<file path="config.mk">
export PLATFORM = sky130hd
export DESIGN_NAME = axis_rr_arbiter_flat
export DESIGN_NICKNAME = d
export VERILOG_FILES = /design/src/rtl/axis_pkg.sv /design/src/rtl/axis_rr_arbiter_if.sv /design/src/rtl/axis_reg_slice.sv /design/src/rtl/axis_rr_arbiter.sv /design/src/flat_wrapper.sv
export SDC_FILE = /design/constraint.sdc
export NUM_CORES = 1
export LEC_CHECK = 0
export ABC_AREA = 1
export BUFFER_PORTS_ARGS = -buffer_cell sky130_fd_sc_hd__buf_4
export CAP_MARGIN = 5
export CORE_AREA = 2 2 147 149
export CTS_CLUSTER_SIZE = 24
export DETAILED_ROUTE_END_ITERATION = 7
export DIE_AREA = 0 0 149 151
export MAX_ROUTING_LAYER = met4
export PLACE_DENSITY_LB_ADDON = 0.3
export SLEW_MARGIN = 20
export SYNTH_ARGS = -nofsm -noshare
export SYNTH_HDL_FRONTEND = slang
export SYNTH_HIERARCHICAL = 1
export SYNTH_SLANG_ARGS = --single-unit
</file>
<file path="constraint.sdc">
create_clock -name clk -period 4.8 [get_ports clk]
set_input_delay 0.96 -clock clk [delete_from_list [all_inputs] [get_ports clk]]
set_output_delay 0.96 -clock clk [all_outputs]
set_load 0.01 [all_outputs]
</file>
<file path="src/rtl/axis_pkg.sv">
// axis_pkg: shared types and helpers for the AXI-Stream library.
//   arb_state_t   : arbiter FSM state (IDLE, GRANT)
//   rr_next_index : round-robin pick of the next requester after 'last'
package axis_pkg;

    typedef enum logic [0:0] {
        IDLE  = 1'b0,
        GRANT = 1'b1
    } arb_state_t;

    localparam int unsigned RR_MAX_PORTS = 16;
    localparam int unsigned RR_IDX_W     = 4;

    // Scans last+1, last+2, ... with wrap at n_ports and returns the first
    // requester. Returns 'last' when nothing requests (caller gates on |req).
    function automatic logic [RR_IDX_W-1:0] rr_next_index(
        input logic [RR_MAX_PORTS-1:0] req,
        input logic [RR_IDX_W-1:0]     last,
        input int unsigned             n_ports
    );
        logic [RR_IDX_W-1:0] pick;
        logic                found;
        int unsigned         idx;
        pick  = last;
        found = 1'b0;
        for (int unsigned k = 1; k <= RR_MAX_PORTS; k++) begin
            idx = 32'(last) + k;
            if (idx >= n_ports) begin
                idx = idx - n_ports;
            end
            if ((k <= n_ports) && !found && req[idx[RR_IDX_W-1:0]]) begin
                pick  = idx[RR_IDX_W-1:0];
                found = 1'b1;
            end
        end
        return pick;
    endfunction

endpackage

</file>
<file path="src/rtl/axis_rr_arbiter_if.sv">
// axis_rr_arbiter_if: stream bundle for the round-robin arbiter.
//   s_axis_* : N_PORTS packed source streams (port i at [i*W +: W])
//   m_axis_* : merged sink stream
//   m_axis_tid exists only when AXIS_RR_ARB_TID_EN is defined.
// Modports:
//   slave  : arbiter view (consumes sources, drives the sink)
//   master : environment view (drives sources, consumes the sink)
interface axis_rr_arbiter_if #(
    parameter int N_PORTS = 4,
    parameter int AXIS_DW = 64,
    parameter int AXIS_KW = ((AXIS_DW-1)>>3)+1
);
`ifdef AXIS_RR_ARB_TID_EN
    localparam int PORT_W = $clog2(N_PORTS);
`endif

    logic [N_PORTS-1:0]         s_axis_tvalid;
    logic [N_PORTS-1:0]         s_axis_tready;
    logic [N_PORTS*AXIS_DW-1:0] s_axis_tdata;
    logic [N_PORTS*AXIS_KW-1:0] s_axis_tkeep;
    logic [N_PORTS-1:0]         s_axis_tlast;

    logic                       m_axis_tvalid;
    logic                       m_axis_tready;
    logic [AXIS_DW-1:0]         m_axis_tdata;
    logic [AXIS_KW-1:0]         m_axis_tkeep;
    logic                       m_axis_tlast;
`ifdef AXIS_RR_ARB_TID_EN
    logic [PORT_W-1:0]          m_axis_tid;
`endif

    modport slave (
        input  s_axis_tvalid, s_axis_tdata, s_axis_tkeep, s_axis_tlast,
        output s_axis_tready,
        output m_axis_tvalid, m_axis_tdata, m_axis_tkeep, m_axis_tlast,
`ifdef AXIS_RR_ARB_TID_EN
        output m_axis_tid,
`endif
        input  m_axis_tready
    );

    modport master (
        output s_axis_tvalid, s_axis_tdata, s_axis_tkeep, s_axis_tlast,
        input  s_axis_tready,
        input  m_axis_tvalid, m_axis_tdata, m_axis_tkeep, m_axis_tlast,
`ifdef AXIS_RR_ARB_TID_EN
        input  m_axis_tid,
`endif
        output m_axis_tready
    );

endinterface

</file>
<file path="src/rtl/axis_reg_slice.sv">
// axis_reg_slice: full-throughput AXI-Stream register slice (main + skid).
// The sink is driven only from the main register; input ready is "skid empty",
// so ready is a pure register output and never depends on m_ready_i.
// Ports:
//   clk, rst               : clock, synchronous active-high reset
//   s_valid_i/s_ready_o    : input handshake; s_data_i/s_keep_i/s_last_i/s_user_i payload
//   m_valid_o/m_ready_i    : output handshake; m_data_o/m_keep_o/m_last_o/m_user_o payload
// USER_EN = 0 removes the user sideband storage; m_user_o then reads zero.
module axis_reg_slice #(
    parameter int DW      = 64,
    parameter int KW      = ((DW-1)>>3)+1,
    parameter int USER_W  = 1,
    parameter bit USER_EN = 1'b1
) (
    input  logic              clk,
    input  logic              rst,
    input  logic              s_valid_i,
    output logic              s_ready_o,
    input  logic [DW-1:0]     s_data_i,
    input  logic [KW-1:0]     s_keep_i,
    input  logic              s_last_i,
    input  logic [USER_W-1:0] s_user_i,
    output logic              m_valid_o,
    input  logic              m_ready_i,
    output logic [DW-1:0]     m_data_o,
    output logic [KW-1:0]     m_keep_o,
    output logic              m_last_o,
    output logic [USER_W-1:0] m_user_o
);
    localparam int PW = DW + KW + 1;

    logic [PW-1:0] in_pl;
    logic [PW-1:0] main_pl_q, main_pl_d, skid_pl_q, skid_pl_d;
    logic          main_valid_q, main_valid_d, skid_valid_q, skid_valid_d;
    logic          accept, main_open;
    logic          load_main_skid, load_main_in, load_skid_in;

    assign in_pl     = {s_data_i, s_keep_i, s_last_i};
    assign s_ready_o = ~skid_valid_q;
    assign accept    = s_valid_i & ~skid_valid_q;
    // Main can take a new beat when it is empty or being drained this cycle.
    assign main_open = m_ready_i | ~main_valid_q;

    assign load_main_skid = main_open & skid_valid_q;
    assign load_main_in   = main_open & ~skid_valid_q & accept;
    assign load_skid_in   = ~main_open & accept;

    always_comb begin
        main_valid_d = main_valid_q;
        main_pl_d    = main_pl_q;
        skid_valid_d = skid_valid_q;
        skid_pl_d    = skid_pl_q;
        if (main_open) begin
            main_valid_d = skid_valid_q | accept;
        end
        if (load_main_skid) begin
            main_pl_d = skid_pl_q;
        end else if (load_main_in) begin
            main_pl_d = in_pl;
        end
        if (load_main_skid) begin
            skid_valid_d = 1'b0;
        end else if (load_skid_in) begin
            skid_valid_d = 1'b1;
            skid_pl_d    = in_pl;
        end
    end

    always_ff @(posedge clk) begin
        if (rst) begin
            main_valid_q <= 1'b0;
            main_pl_q    <= '0;
            skid_valid_q <= 1'b0;
            skid_pl_q    <= '0;
        end else begin
            main_valid_q <= main_valid_d;
            main_pl_q    <= main_pl_d;
            skid_valid_q <= skid_valid_d;
            skid_pl_q    <= skid_pl_d;
        end
    end

    assign m_valid_o                      = main_valid_q;
    assign {m_data_o, m_keep_o, m_last_o} = main_pl_q;

    generate
        if (USER_EN) begin : g_user
            logic [USER_W-1:0] main_user_q, skid_user_q;
            always_ff @(posedge clk) begin
                if (rst) begin
                    main_user_q <= '0;
                    skid_user_q <= '0;
                end else begin
                    if (load_main_skid) begin
                        main_user_q <= skid_user_q;
                    end else if (load_main_in) begin
                        main_user_q <= s_user_i;
                    end
                    if (load_skid_in) begin
                        skid_user_q <= s_user_i;
                    end
                end
            end
            assign m_user_o = main_user_q;
        end else begin : g_no_user
            logic unused_user;
            assign unused_user = ^s_user_i;
            assign m_user_o    = '0;
        end
    endgenerate

endmodule

</file>
<file path="src/rtl/axis_rr_arbiter.sv">
// axis_rr_arbiter: packet-level round-robin merge of N_PORTS AXI-Stream
// sources onto one sink. A grant is held from the first beat through tlast,
// so packets never interleave. Output goes through axis_reg_slice.
// Ports:
//   clk, rst : clock, synchronous active-high reset
//   bus      : axis_rr_arbiter_if.slave (s_axis_* sources, m_axis_* sink)
//   busy     : grant currently held (registered)
// Optional: define AXIS_RR_ARB_TID_EN to add m_axis_tid (granted index per beat).
//
// state | meaning
// IDLE  | no grant; pick next requester after last_grant, no tready
// GRANT | granted port feeds the slice until its tlast beat is accepted
module axis_rr_arbiter
    import axis_pkg::*;
#(
    parameter int AXIS_DW = 64,
    parameter int AXIS_KW = ((AXIS_DW-1)>>3)+1,
    parameter int N_PORTS = 4,
    parameter int PORT_W  = $clog2(N_PORTS)
) (
    input  logic             clk,
    input  logic             rst,
    axis_rr_arbiter_if.slave bus,
    output logic             busy
);
`ifdef AXIS_RR_ARB_TID_EN
    localparam bit TID_EN = 1'b1;
    localparam int TID_W  = PORT_W;
`else
    localparam bit TID_EN = 1'b0;
    localparam int TID_W  = 1;
`endif

    arb_state_t              state_q, state_d;
    logic [PORT_W-1:0]       grant_q, grant_d;
    logic [PORT_W-1:0]       last_grant_q, last_grant_d;
    logic [RR_MAX_PORTS-1:0] req_pad;

    logic                    slice_in_valid, slice_in_ready;
    logic [AXIS_DW-1:0]      in_data_g;
    logic [AXIS_KW-1:0]      in_keep_g;
    logic                    in_last_g;
    logic [TID_W-1:0]        slice_tid_in, slice_tid_out;

    assign req_pad = RR_MAX_PORTS'(bus.s_axis_tvalid);

    assign in_data_g      = bus.s_axis_tdata[grant_q*AXIS_DW +: AXIS_DW];
    assign in_keep_g      = bus.s_axis_tkeep[grant_q*AXIS_KW +: AXIS_KW];
    assign in_last_g      = bus.s_axis_tlast[grant_q];
    assign slice_in_valid = (state_q == GRANT) && bus.s_axis_tvalid[grant_q];

    always_comb begin
        state_d      = state_q;
        grant_d      = grant_q;
        last_grant_d = last_grant_q;
        case (state_q)
            IDLE: begin
                if (|bus.s_axis_tvalid) begin
                    grant_d      = PORT_W'(rr_next_index(req_pad, RR_IDX_W'(last_grant_q), N_PORTS));
                    last_grant_d = grant_d;
                    state_d      = GRANT;
                end
            end
            GRANT: begin
                if (slice_in_valid && slice_in_ready && in_last_g) begin
                    state_d = IDLE;
                end
            end
            default: state_d = IDLE;
        endcase
    end

    always_comb begin
        bus.s_axis_tready = '0;
        if (state_q == GRANT) begin
            bus.s_axis_tready[grant_q] = slice_in_ready;
        end
    end

    always_ff @(posedge clk) begin
        if (rst) begin
            state_q      <= IDLE;
            grant_q      <= '0;
            last_grant_q <= PORT_W'(N_PORTS-1);
        end else begin
            state_q      <= state_d;
            grant_q      <= grant_d;
            last_grant_q <= last_grant_d;
        end
    end

    assign busy = (state_q == GRANT);

`ifdef AXIS_RR_ARB_TID_EN
    assign slice_tid_in   = grant_q;
    assign bus.m_axis_tid = slice_tid_out;
`else
    logic unused_tid;
    assign slice_tid_in = '0;
    assign unused_tid   = ^slice_tid_out;
`endif

    axis_reg_slice #(
        .DW      (AXIS_DW),
        .KW      (AXIS_KW),
        .USER_W  (TID_W),
        .USER_EN (TID_EN)
    ) u_slice (
        .clk       (clk),
        .rst       (rst),
        .s_valid_i (slice_in_valid),
        .s_ready_o (slice_in_ready),
        .s_data_i  (in_data_g),
        .s_keep_i  (in_keep_g),
        .s_last_i  (in_last_g),
        .s_user_i  (slice_tid_in),
        .m_valid_o (bus.m_axis_tvalid),
        .m_ready_i (bus.m_axis_tready),
        .m_data_o  (bus.m_axis_tdata),
        .m_keep_o  (bus.m_axis_tkeep),
        .m_last_o  (bus.m_axis_tlast),
        .m_user_o  (slice_tid_out)
    );

endmodule

</file>
<file path="src/flat_wrapper.sv">
// flat-port wrapper written by rule: the top's interface ports become plain ports
module axis_rr_arbiter_flat import axis_pkg::*;
#(
    parameter int AXIS_DW = 64,
    parameter int AXIS_KW = ((AXIS_DW-1)>>3)+1,
    parameter int N_PORTS = 4,
    parameter int PORT_W  = $clog2(N_PORTS)
)
  (clk, rst, busy, bus_s_axis_tvalid, bus_s_axis_tdata, bus_s_axis_tkeep, bus_s_axis_tlast, bus_s_axis_tready, bus_m_axis_tvalid, bus_m_axis_tdata, bus_m_axis_tkeep, bus_m_axis_tlast, bus_m_axis_tready);
  axis_rr_arbiter_if #(.N_PORTS(N_PORTS), .AXIS_DW(AXIS_DW), .AXIS_KW(AXIS_KW)) bus_i ();
  input  logic clk;
  input  logic rst;
  output logic busy;
  input wire logic [$bits(bus_i.s_axis_tvalid)-1:0] bus_s_axis_tvalid;
  input wire logic [$bits(bus_i.s_axis_tdata)-1:0] bus_s_axis_tdata;
  input wire logic [$bits(bus_i.s_axis_tkeep)-1:0] bus_s_axis_tkeep;
  input wire logic [$bits(bus_i.s_axis_tlast)-1:0] bus_s_axis_tlast;
  output wire logic [$bits(bus_i.s_axis_tready)-1:0] bus_s_axis_tready;
  output wire logic [$bits(bus_i.m_axis_tvalid)-1:0] bus_m_axis_tvalid;
  output wire logic [$bits(bus_i.m_axis_tdata)-1:0] bus_m_axis_tdata;
  output wire logic [$bits(bus_i.m_axis_tkeep)-1:0] bus_m_axis_tkeep;
  output wire logic [$bits(bus_i.m_axis_tlast)-1:0] bus_m_axis_tlast;
  input wire logic [$bits(bus_i.m_axis_tready)-1:0] bus_m_axis_tready;
  assign bus_i.s_axis_tvalid = bus_s_axis_tvalid;
  assign bus_i.s_axis_tdata = bus_s_axis_tdata;
  assign bus_i.s_axis_tkeep = bus_s_axis_tkeep;
  assign bus_i.s_axis_tlast = bus_s_axis_tlast;
  assign bus_s_axis_tready = bus_i.s_axis_tready;
  assign bus_m_axis_tvalid = bus_i.m_axis_tvalid;
  assign bus_m_axis_tdata = bus_i.m_axis_tdata;
  assign bus_m_axis_tkeep = bus_i.m_axis_tkeep;
  assign bus_m_axis_tlast = bus_i.m_axis_tlast;
  assign bus_i.m_axis_tready = bus_m_axis_tready;
  axis_rr_arbiter #(.AXIS_DW(AXIS_DW), .AXIS_KW(AXIS_KW), .N_PORTS(N_PORTS), .PORT_W(PORT_W)) u_core (.clk(clk), .rst(rst), .bus(bus_i), .busy(busy));
endmodule
</file>
==> results_dict.tcl <==
set metrics [dict create \
    status "complete, no violations" \
    die_y_um 151 \
    slowest_delay_ps 680 \
    min_from "u_core/u_slice/skid_pl_q[29]$_SDFFE_PP0P_" \
    postCtsHoldBufs 0 \
    cts_made_buffers 17 \
    io_pins 378 \
    worst_hold_path_type "flip-flop to flip-flop" \
    layout-drive-gt1-share_pct 30.7 \
    row_count 53 \
    grt_max_degree 75 \
    rr_startpoint "u_core/grant_q[1]$_SDFFE_PP0P_" \
    dp_hpwl_mm 21.4 \
    fin_cells 1996 \
    ff2ff_path_depth 12 \
    skew_ps 11.2 \
    grt_pass1_wl_mm 47.0 \
    dp_slack_ps 1520 \
    netlist_instances 1389 \
    yosysWarnings 6 \
    ctsResizeCount 0 \
    final.min_clock_period_ps 3120 \
    cp.arrival_ps 2160 \
    globalRoute.totalOverflow 0 \
    clock_latency_ps 420 \
    start_kind "flip-flop" \
    leakage_uw 0.00639 \
    netlist_area_mm2 0.00911 \
    syn_nets 1693 \
    rrSetupSlack_ps 1900 \
    drtAntennaViolNets 0 \
    cap_violations 0 \
    placed_cells 1964 \
    gp_congestion 0.841 \
    grt_pass1_vias 9261 \
    vias 9822 \
    path_clk_slew_ps 60 \
    totalWireLength_mm 30.7 \
    dpl-instance-area_mm2 0.0119 \
    critPathCaptureType "primary output" \
    fin_util_pct 60.1 \
    cts_sinks 153 \
    reg2reg_to "u_core/u_slice/skid_pl_q[33]$_SDFFE_PP0P_" \
    fin_area_mm2 0.0125 \
    crit_end "bus_s_axis_tready[1]" \
    drc_errors 0 \
    crit_chain "inv_1 > nor2_4 > buf_4 > inv_1 > nor2_1 > buf_4" \
    drt_first_pass_iters 6 \
    final_hold_viol_count 0 \
    cts_setup_buffers 0 \
    first_iter_violations 564 \
    vdd_drop_max_mv 0.592 \
    areaGrowthSynthToFinish_pct 37.4 \
    fin_ws_ps 1680 \
    slew_headroom_pct 41.1 \
    slew_viol_final 0 \
    antenna_found_initial 0 \
    antenna_cells 0 \
    htreeDepth 4 \
    wl_per_cell_um 15.4 \
    pwr_density_cell_mw_per_mm2 467 \
    fp.dieW_um 149 \
    viasPerCell 4.92 \
    worstSetupStartpoint "u_core/grant_q[0]$_SDFFE_PP0P_" \
    cts_tree "built" \
    fin_nets 2012 \
    die_area_mm2 0.0225 \
    rsz0062_at_grt "false" \
    tightest_slew_ps 884 \
    max_freq_mhz 320 \
    portBuffers 377 \
    setup_viol 0 \
    avgSynthCellArea_um2 6.56 \
    fp.coreArea_mm2 0.0208 \
    cpMaxStageDelayCell "buf_4" \
    critPathKind "flip-flop to primary output" \
    initial_core_util_pct 43.8 \
    tns_ps 0 \
    cp_data_required_time_ps 3840 \
    cts-root-buf "clkbuf_16" \
    crit_fanout 73 \
    grt_usage_pct 27.1 \
    finalCritPeriodShare_pct 65.1 \
    cts_buffer_depth 2 \
]
-- registers in the layout (all words and copies together), names as in the netlist --
name and flops:
u_core/u_slice/m_valid_o 1, u_core/grant_q 2, u_core/last_grant_q 2, u_core/u_slice/skid_pl_q 73
u_core/busy 1, u_core/u_slice/skid_valid_q 1, u_core/u_slice/main_pl_q 73
-- layer usage --
metal  track usage (%)  up-vias  routed length (um)
met1              30.9     4432               12500
li1                  -     5015                   -
met3              6.05       49                2130
met5                 -        -                   0
met2              47.1      326               15200
met4              9.33        0                 807
-- critical path, delay by kind of cell, from the launching register on --
family	cells	cell delay [ps]
buffers and inverters	4	1060
flip-flops	1	430
AND/OR/NAND/NOR	2	240
-- power breakdown --
group          internal [uW]  switching, uW
Sequential              1510            156
Clock                    820            544
Combinational           1090           1720
Total                   3430           2420
-- worst min-delay path by stage --
stage                                                      to  slack, ps  depth (start not counted)
finish              u_core/u_slice/skid_pl_q[29]$_SDFFE_PP0P_        470                          2
global route        u_core/u_slice/skid_pl_q[19]$_SDFFE_PP0P_        500                          2
CTS                 u_core/u_slice/skid_pl_q[26]$_SDFFE_PP0P_        480                          2
detailed placement  u_core/u_slice/skid_pl_q[26]$_SDFFE_PP0P_        460                          2
global placement    u_core/u_slice/skid_pl_q[15]$_SDFFE_PP0P_        450                          2
floorplan           u_core/u_slice/skid_pl_q[13]$_SDFFE_PP0P_        450                          2
-- layout make-up --
class                      instances  area, um^2
clock buffer                      18         429
clock inverter                    14         169
fill                            1987        8300
inverter                         174         658
multi-input combinational        971        4910
sequential                       153        3060
tap                              275         344
timing repair buffer             391        2950
-- metrics by stage --
stage / total power (uW) / hold WS (ps)
global route: 6300 / 496
detailed placement: 4490 / 465
global placement: 4440 / 455
finish: 5850 / 472
floorplan: 3520 / 447
CTS: 5880 / 478
-- cell usage in the layout, fill, tap and decap left out, types with 2 or more instances in the layout --
cell and count:
a21oi_1 8, a21oi_2 70, a22oi_1 122, buf_4 390, bufinv_16 3, clkbuf_16 17
clkinv_2 4, clkinv_4 2, clkinvlp_4 2, dfxtp_1 153, ha_1 5, inv_1 165
inv_2 7, inv_4 2, inv_6 3, nand2_1 413, nand2_2 4, nand2_4 2
nand3_1 30, nand3_2 3, nand4_1 2, nor2_1 155, nor2_2 3, nor2_4 2
o21ai_0 53, o21ai_1 20, or2_0 43, or2_1 17, or2_2 13
No activity file was read; power rests on OpenSTA's default activity.
